===== config.mk =====
export PLATFORM = sky130hd
export DESIGN_NAME = ej32_prefetch
export DESIGN_NICKNAME = d
export VERILOG_FILES = /design/src/rtl/ej32_prefetch.sv
export SDC_FILE = /design/constraint.sdc
export NUM_CORES = 1
export LEC_CHECK = 0
export ABC_AREA = 1
export BUFFER_PORTS_ARGS = -buffer_cell sky130_fd_sc_hd__buf_4
export CORE_MARGIN = 3
export CORE_UTILIZATION = 56
export CTS_CLUSTER_SIZE = 14
export DETAILED_ROUTE_END_ITERATION = 10
export PLACE_DENSITY = 0.84
export SYNTH_ARGS = -nofsm -noshare
export SYNTH_HDL_FRONTEND = slang
export SYNTH_SLANG_ARGS = --single-unit
export TNS_END_PERCENT = 10

===== constraint.sdc =====
create_clock -name clk -period 2.7 [get_ports clk]
set_clock_uncertainty 0.2 [all_clocks]
set_input_delay 0.405 -clock clk [delete_from_list [all_inputs] [get_ports clk]]
set_output_delay 0.405 -clock clk [all_outputs]
set_load 0.01 [all_outputs]

===== src/rtl/ej32_prefetch.sv =====
// eJ32 instruction prefetch queue: streams bytes from synchronous program
// memory into a small FIFO and presents the head byte with its address.
// A flush (or reset) empties the queue and restarts fetching at a new target.
module ej32_prefetch #(
  parameter int ASZ   = 17,
  parameter int DEPTH = 4
) (
  input  logic                     clk,
  input  logic                     rst,
  output logic                     mem_re,
  output logic [ASZ-1:0]           mem_addr,
  input  logic [7:0]               mem_data,
  input  logic                     hold,
  input  logic                     flush,
  input  logic [ASZ-1:0]           flush_addr,
  input  logic                     pop,
  output logic                     valid_o,
  output logic [7:0]               byte_o,
  output logic [ASZ-1:0]           pc_o,
  output logic [$clog2(DEPTH):0]   count_o
);

  localparam int PW = $clog2(DEPTH);
  localparam int CW = PW + 1;
  localparam logic [CW-1:0] DEPTH_C = CW'(DEPTH);

  logic [PW-1:0]  r_hp;
  logic [PW-1:0]  r_tp;
  logic [CW-1:0]  r_cnt;
  logic [ASZ-1:0] r_fa;
  logic [ASZ-1:0] r_pc;
  logic           r_inf;

  logic [CW-1:0]  w_occ;
  logic           w_issue;
  logic           w_pop;
  logic           w_wr;
  logic [7:0]     w_ent [DEPTH];

  // Occupancy counts the in-flight byte so a full queue can never overflow.
  assign w_occ   = r_cnt + {{(CW-1){1'b0}}, r_inf};
  assign w_issue = !hold && !flush && !rst && (w_occ < DEPTH_C);
  assign w_pop   = pop && (r_cnt != '0);
  assign w_wr    = r_inf && !flush;

  assign mem_re   = w_issue;
  assign mem_addr = w_issue ? r_fa : '0;

  // One register per FIFO slot; the returning byte lands at the tail slot.
  genvar gi;
  generate
    for (gi = 0; gi < DEPTH; gi++) begin : g_ent
      logic [7:0] r_byte;
      // Slot write on returning read; cleared by reset so byte_o starts at 0.
      always_ff @(posedge clk) begin
        if (rst) begin
          r_byte <= '0;
        end else if (w_wr && (r_tp == PW'(gi))) begin
          r_byte <= mem_data;
        end
      end
      assign w_ent[gi] = r_byte;
    end
  endgenerate

  // Pointers, count, fetch/head addresses; flush and reset win over all else.
  always_ff @(posedge clk) begin
    if (rst) begin
      r_hp  <= '0;
      r_tp  <= '0;
      r_cnt <= '0;
      r_inf <= 1'b0;
      r_fa  <= '0;
      r_pc  <= '0;
    end else if (flush) begin
      r_hp  <= '0;
      r_tp  <= '0;
      r_cnt <= '0;
      r_inf <= 1'b0;
      r_fa  <= flush_addr;
      r_pc  <= flush_addr;
    end else begin
      if (r_inf) begin
        r_tp <= r_tp + 1'b1;
      end
      if (w_pop) begin
        r_hp <= r_hp + 1'b1;
        r_pc <= r_pc + 1'b1;
      end
      case ({r_inf, w_pop})
        2'b10:   r_cnt <= r_cnt + 1'b1;
        2'b01:   r_cnt <= r_cnt - 1'b1;
        default: r_cnt <= r_cnt;
      endcase
      r_inf <= w_issue;
      if (w_issue) begin
        r_fa <= r_fa + 1'b1;
      end
    end
  end

  assign valid_o = (r_cnt != '0);
  assign byte_o  = w_ent[r_hp];
  assign pc_o    = r_pc;
  assign count_o = r_cnt;

endmodule


==> results of run 1 <==
## sequential cells by signal, indices dropped and copies added, names as in the netlist
signal and flops:
g_ent.r_byte 32, r_tp 2, pc_o 17, count_o 3
r_inf 1, r_fa 17, r_hp 2
## where the power goes
part	internal (mW)	leakage, nW	switching (mW)
combinational	0.115	1.34	0.158
sequential	1.13	0.603	0.0457
clock	0.435	0.102	0.416
total	1.68	2.04	0.619
## worst register-to-register path, delay by kind of cell (launching register included)
family                     cells  cell delay (ns)
adders and majority gates      2             0.56
AOI/OAI and AO/OA              4             0.50
DFF                            1             0.41
buffers and inverters          3             0.37
and+or+nand+nor                2             0.22
## layout make-up
class / count / area [um^2]
timing repair buffer: 83 / 623
clock inverter: 3 / 21.3
inverter: 96 / 363
tap: 96 / 120
multi-input combinational: 426 / 2060
sequential: 74 / 1480
fill: 598 / 2030
clock buffer: 13 / 179
## metal layers
layer	track usage [%]	routed length, um	up-vias	share of wire, %
met5	0	0	-	0
met4	9.69	159	0	1.5
met3	4.83	709	17	6.5
met2	41.7	5100	140	47
met1	35.2	4940	1943	45
li1	-	-	2138	-
## Yosys cell counts, drive strengths merged
master / count / area share (%)
nand2: 135 / 13
inv: 94 / 8.9
a21oi: 83 / 10
dfxtp: 74 / 37
o21ai: 61 / 7.6
nor2: 57 / 5.5
nand3: 54 / 7.2
clkbuf: 13 / 1.2
buf: 9 / 1.4
a31oi: 7 / 1.1
ha: 7 / 2.2
xor2: 7 / 1.5
nand4: 4 / 0.62
o22ai: 3 / 0.47
clkinv: 2 / 0.19
o21bai: 2 / 0.37
xnor2: 2 / 0.44
a211oi: 1 / 0.19
and2: 1 / 0.16
fa: 1 / 0.50
or2: 1 / 0.16
## final timing paths
| check | end | slack, ns |
|---|---|---|
| setup / recovery | count_o[2] | 0.34 |
| hold reg to reg | g_ent[2].r_byte[1] | 0.25 |
| hold / removal | g_ent[2].r_byte[6] | 0.17 |
| setup reg to reg | count_o[2] | 0.34 |
## logic make-up after synthesis
logic type               share of synthesized area (%)
AND/OR/NAND/NOR                                   26.6
AO/OA/AOI/OAI                                     20.1
buffers and inverters                             11.7
flip-flops                                        37.0
XOR/XNOR                                          1.97
adder cells (fa/ha/maj)                           2.69
## per-stage QoR
step	setup slack, ns	instances	hold WS [ns]	cell area, um^2	utilization (%)
after CTS	0.335	791	0.157	4840	70.5
after global placement	0.485	775	0.231	4640	67.6
after floorplan	0.541	618	0.223	4010	-
final	0.337	791	0.167	4840	70.5
after global routing	0.175	791	0.178	4840	70.5
after detailed placement	0.356	775	0.238	4640	67.6
==> metrics.txt, run 1 <==
outcome finished clean; Avg Synthesized Cell Area around 6.5 um^2; number of vias per cell 5.36; first-pass GRT wire length about 18000 um; remaining number of nets flagged by the antenna check after routing 0; Bufs and invs on worst path 3; number of distinct library cells after synthesis 31; critical path fanouts, max 9; initial antenna violation count 0; largest stage delay on the critical path 0.41 ns; RSZ-0062 raised after global routing no; pin count of the biggest net entering global routing 39; cell family with most CP delay adder cells; most frequent cells in the layout 133 x sky130_fd_sc_hd__nand2_1, 91 x sky130_fd_sc_hd__inv_1, 83 x sky130_fd_sc_hd__a21oi_1, 83 x sky130_fd_sc_hd__buf_4, 74 x sky130_fd_sc_hd__dfxtp_1; aggregate global-route resource usage 26.2%; number of synthesis warnings 0; startpoint of the lowest-slack register-to-register path count_o[1]; number of cells on the critical path 11; register area share after synthesis 37.0%; remaining max-slew budget at the tightest pin 52.0%; via count of the first global-routing pass a little under 4000; maximum number of buffers from clock root to sink 2; Clk pin slew, worst setup/hold paths about 0.080 ns; LEAKAGE a little over 2 nW; clock buffers created by TritonCTS 9; via count approximately 4200; start-to-end type of the worst setup path register to register; clock sinks 74; Final #Nets between 700 and 800; CTS H-tree depth 3; number of design-rule violations left by the first detailed-router iteration just over 300; category of the worst setup path launch point register; die width about 91 um; Gate Count Post-Synth between 600 and 700; total iterations of the first detailed-routing run 5; worst hold path depth 3; r2r worst-path depth 11; Area growth syn-to-layout 20.9%; synthesis-stage register bit count 74; type of the most critical hold path input pin to register; Initial Util 58.3%; slowest stage cell on the critical path sky130_fd_sc_hd__dfxtp_1; area of the mapped netlist approximately 4000 um^2; worst vdd rail ir drop ~280 uV; period utilisation layout 87.5%; cells traversed along the worst timing path inv_1, nand3_2, nand2_1, clkinv_1, ha_1, inv_1, fa_1, a21oi_1, o21ai_0, o21ai_0, a21oi_1; Boundary Pins slightly below 80; sum of overflow across all layers after global routing 0; type of destination of the critical path register; Power, Total roughly 2.3 mW; die area 8200 um^2; Synthesized Nets between 600 and 700; post-cts sizing count 0; Final Hold Vio Count 0; worst slew pin tran 0.718 ns; Residual DRC 0; number of endpoints failing setup at the final stage 0; wire length after detailed routing 10900 um; insertion delay to the later sink of the worst-skew pair ~0.34 ns; global placer's final weighted congestion 0.928; layout cell share with drive strength beyond 1 ~16%; pwr/cell area 474 nW/um^2; most common cell after layout, fill and taps aside sky130_fd_sc_hd__nand2_1; Min-Delay Startpoint mem_data[6]; core area 6870 um^2; Vert. Die Dim 90.6 um; count of buffers inserted at the top-level ports 76; CTS tree built; hold-fix buffers at CTS 0; detail-routed net length per standard cell 13.8 um; half-perimeter wire length of the detailed placement result roughly 8000 um; number of placement rows 30; Max Transition Viols Final 0; Max Clk Rate 423 MHz; aggregate negative setup slack 0 ns; beginning of the critical path count_o[1]; post-layout min period approximately 2.4 ns; max_cap viols 0; Root Driver sky130_fd_sc_hd__clkbuf_8; count of antenna diodes in the layout 0; setup bufs post-CTS 0; critical path data arrival time between 2 and 2.5 ns; data required time of the critical path 2.73 ns
No activity file was read; power rests on OpenSTA's default activity.
==> run 2: changes to the inputs <==
Settings changed: ABC_AREA 1 to not set, CORE_UTILIZATION 56 to 55, PLACE_DENSITY 0.84 to 0.83.
==> run 2 against run 1 <==
Effect of this change: combinational power fell by 3%; die area fell by 2.4%; flip-flop and latch count did not move; wire length fell by 4.3%; clock power rose by 34%; sequential share of layout area rose by 1.0 points; register-to-register slack barely moved; global-route usage rose by 1.4 points; count of clock-buffer cells in the layout fell by 3; setup slack got worse by 0.16 ns; hold slack got worse by 0.090 ns; sequential power barely moved; critical endpoint is now mem_addr[2].
==> metrics.txt, run 2 <==
outcome finished clean; via count 3735 (-12%); max reg flops 32 (unchanged); most common cell after layout, fill and taps aside sky130_fd_sc_hd__buf_4; pwr/cell area 551 nW/um^2 (+16%); Comb power frac 10.2% (-1.7 points); period utilisation layout 93.6% (+6.1 points); initial antenna violation count 0 (unchanged); data required time of the critical path 2.10 ns (-0.63 ns); Clk pwr share 44.0% (+7.0 points); async set-reset flop share out of synthesis 0% (unchanged); Area growth syn-to-layout 22.6%; wire length on met1 4150 um (-16%); slowest stage cell on the critical path sky130_fd_sc_hd__dfxtp_1; category of the worst setup path launch point register; number of synthesis warnings 0 (unchanged); Final #Nets 556 (-24%); Root Driver sky130_fd_sc_hd__clkbuf_8; number of vias per cell 6.23 (+16%); register area share after synthesis 38.7% (+1.7 points); Clk pin slew, worst setup/hold paths 0.08 ns (about the same); layout cell share with drive strength beyond 1 22.4% (+6.8 points); number of placement rows 29 (-3.3%); top cells by instance count after synthesis 74 x sky130_fd_sc_hd__dfxtp_1, 54 x sky130_fd_sc_hd__nand2_1, 49 x sky130_fd_sc_hd__a21oi_1; Vert. Die Dim 89.5 um (-1.2%); start-to-end type of the worst setup path register to output pin; maximum number of buffers from clock root to sink 2 (unchanged); RSZ-0062 raised after global routing no; most frequent cells in the layout 84 x sky130_fd_sc_hd__buf_4, 72 x sky130_fd_sc_hd__dfxtp_1, 54 x sky130_fd_sc_hd__nand2_1, 49 x sky130_fd_sc_hd__a21oi_1, 40 x sky130_fd_sc_hd__nand3_1; count of flip-flops with a built-in enable after synthesis 0 (unchanged); Gate Count Post-Synth 457 (-26%); largest stage delay on the critical path 0.51 ns (+0.10 ns); wire length on met3 801 um (+13%); area of the mapped netlist 3830 um^2 (-4.3%); Max Transition Viols Final 0 (unchanged); sum of overflow across all layers after global routing 0 (unchanged); Synthesized Nets 495 (-25%); insertion delay to the later sink of the worst-skew pair 0.35 ns (about the same); power share of the sequential group 45.8% (-5.3 points); aggregate negative setup slack 0 ns (unchanged); cell with the most instances on the worst path sky130_fd_sc_hd__buf_4; internal power contribution 1.97 mW (+17%); remaining max-slew budget at the tightest pin 61.1% (+9.2 points); LEAKAGE 1.77 nW (-13%); Yosys top cell area share 38.7% (+1.7 points); Hold Slack 0.0771 ns (-0.0903 ns); type of the most critical hold path input pin to register; synthesis-stage register bit count 74 (unchanged); clock buffers created by TritonCTS 9 (unchanged); die area 8000 um^2 (-2.4%); count of antenna diodes in the layout 0 (unchanged); max_cap viols 0 (unchanged); CTS H-tree depth 3 (unchanged); global placer's final weighted congestion 0.895 (-3.6%); remaining number of nets flagged by the antenna check after routing 0 (unchanged); core area 6530 um^2 (-4.9%); CTS tree built; Routed met2 length 5310 um (+4.0%); min setup slack post-route 0.174 ns (-0.164 ns); Final Hold Vio Count 0 (unchanged); post-layout min period 2.53 ns (+0.164 ns); Initial Util 58.7% (+0.35 points); type of destination of the critical path output pin; Biggest register g_ent.r_byte; post-synthesis cell type with the largest combined area sky130_fd_sc_hd__dfxtp_1; synth top area cells sky130_fd_sc_hd__dfxtp_1 39%, sky130_fd_sc_hd__a21oi_1 6.4%, sky130_fd_sc_hd__nand2_1 5.3%, sky130_fd_sc_hd__nand3_1 5.2%, sky130_fd_sc_hd__mux4_2 4.7%; most common cell in the netlist sky130_fd_sc_hd__dfxtp_1; worst vdd rail ir drop 317 uV (+15%); Power, Total 2.59 mW (+13%); pin count of the biggest net entering global routing 58 (+49%); aggregate global-route resource usage 27.5% (+1.4 points); number of distinct library cells after synthesis 53 (+71%); worst setup slack before clock tree synthesis 0.324 ns (-0.0319 ns); Boundary Pins 77 (unchanged); critical path fanouts, max 18 (+9); cells traversed along the worst timing path nand4_4, a211oi_2, buf_4, and2_1, buf_4; instance count after placement with tap cells included 584 (-25%); via count of the first global-routing pass 3494 (-9.4%); Max Clk Rate 396 MHz (-6.5%); Post-Layout Cell Count 600 (-24%); worst slew pin tran 0.582 ns (-0.136 ns); die width 89.5 um (-1.2%); highest metal layer with signal wires met4; number of endpoints failing setup at the final stage 0 (unchanged); count of buffers inserted at the top-level ports 76 (unchanged); wire length after detailed routing 10500 um (-4.3%); critical path data arrival time 1.92 ns (-0.47 ns); number of design-rule violations left by the first detailed-router iteration 273 (-11%); clock sinks 74 (unchanged); total iterations of the first detailed-routing run 4 (-1); Residual DRC 0 (unchanged); layout filler cell count 493 (-18%); first-pass GRT wire length 17000 um (-4.5%); switch share 23.9% (-3.0 points); half-perimeter wire length of the detailed placement result 7280 um (-9.1%); sw power 0.620 mW (about the same); Avg Synthesized Cell Area 8.38 um^2 (+29%); flip-flop cell with the highest count after synthesis sky130_fd_sc_hd__dfxtp_1; setup bufs post-CTS 0 (unchanged); detail-routed net length per standard cell 17.4 um (+26%)
[run 2: changes by cell type after synthesis, sizes merged, moves of 16 or more]
cell	before	now
a21oi	83	50
and2	1	18
clkbuf	13	29
inv	94	23
nand2	135	54
nor2	57	17
o21ai	61	2
[run 2: worst max-delay path: cells and delay by family, from the launching register on]
family / cells / cell delay (ns)
flops: 1 / 0.51
compound gates: 1 / 0.32
simple gates: 2 / 0.37
buf+inv: 2 / 0.37
[run 2: final timing paths]
| kind | slack (ns) | to | from | cells past startpoint |
|---|---|---|---|---|
| hold reg to reg | 0.26 | g_ent[2].r_byte[2] | g_ent[2].r_byte[2] | 2 |
| setup / recovery | 0.17 | mem_addr[2] | r_inf | 5 |
| hold / removal | 0.08 | r_inf | hold | 2 |
| setup reg to reg | 0.35 | count_o[2] | count_o[1] | 8 |
[run 2: logic make-up after synthesis]
| logic type | count (synthesis) | synth area share, % |
|---|---|---|
| AO/OA/AOI/OAI | 111 | 19.4 |
| XOR/XNOR | 19 | 4.34 |
| adder cells (fa/ha/maj) | 8 | 2.81 |
| buffers and inverters | 58 | 5.88 |
| flip-flops | 74 | 38.7 |
| multiplexers | 10 | 5.23 |
| AND/OR/NAND/NOR | 177 | 23.7 |
[run 2: power by group through the flow]
stage | Sequential (mW) | Clock [mW] | Combinational (mW)
3_3_place_gp | 1.21 | 0 | 0.254
6_report | 1.19 | 1.14 | 0.264
2_1_floorplan | 1.20 | 0 | 0.144
5_1_grt | 1.19 | 1.20 | 0.286
4_1_cts | 1.18 | 1.15 | 0.262
3_5_place_dp | 1.21 | 0 | 0.259
[run 2: metal layers]
metal	GRT usage (%)	vias to the layer above
met1	34.5	1743
met5	0	-
met2	46.8	211
li1	-	1759
met4	11.0	0
met3	5.07	22
[run 2: cell type report]
class / instances / area [um^2] / share of cell area [%]
Clock buffer: 10 / 128 / 2.72
Clock inverter: 6 / 138 / 2.93
Inverter: 24 / 90.1 / 1.92
Multi-Input combinational cell: 325 / 2130 / 45.4
Sequential cell: 74 / 1480 / 31.6
Tap cell: 77 / 96.3 / 2.05
Timing Repair Buffer: 84 / 631 / 13.4
[run 2: per-stage QoR]
stage,area [um^2],util [%]
floorplan,3830,-
global placement,4430,67.8
detailed placement,4430,67.8
CTS,4700,71.9
global route,4700,71.9
finish,4700,71.9
[run 2: timing repair]
| item | 4_1_cts | 5_1_grt |
|---|---|---|
| resized for setup | 0 | 2 |
| setup endpoints to repair | 0 | 15 |
| hold buffers | 0 | 0 |
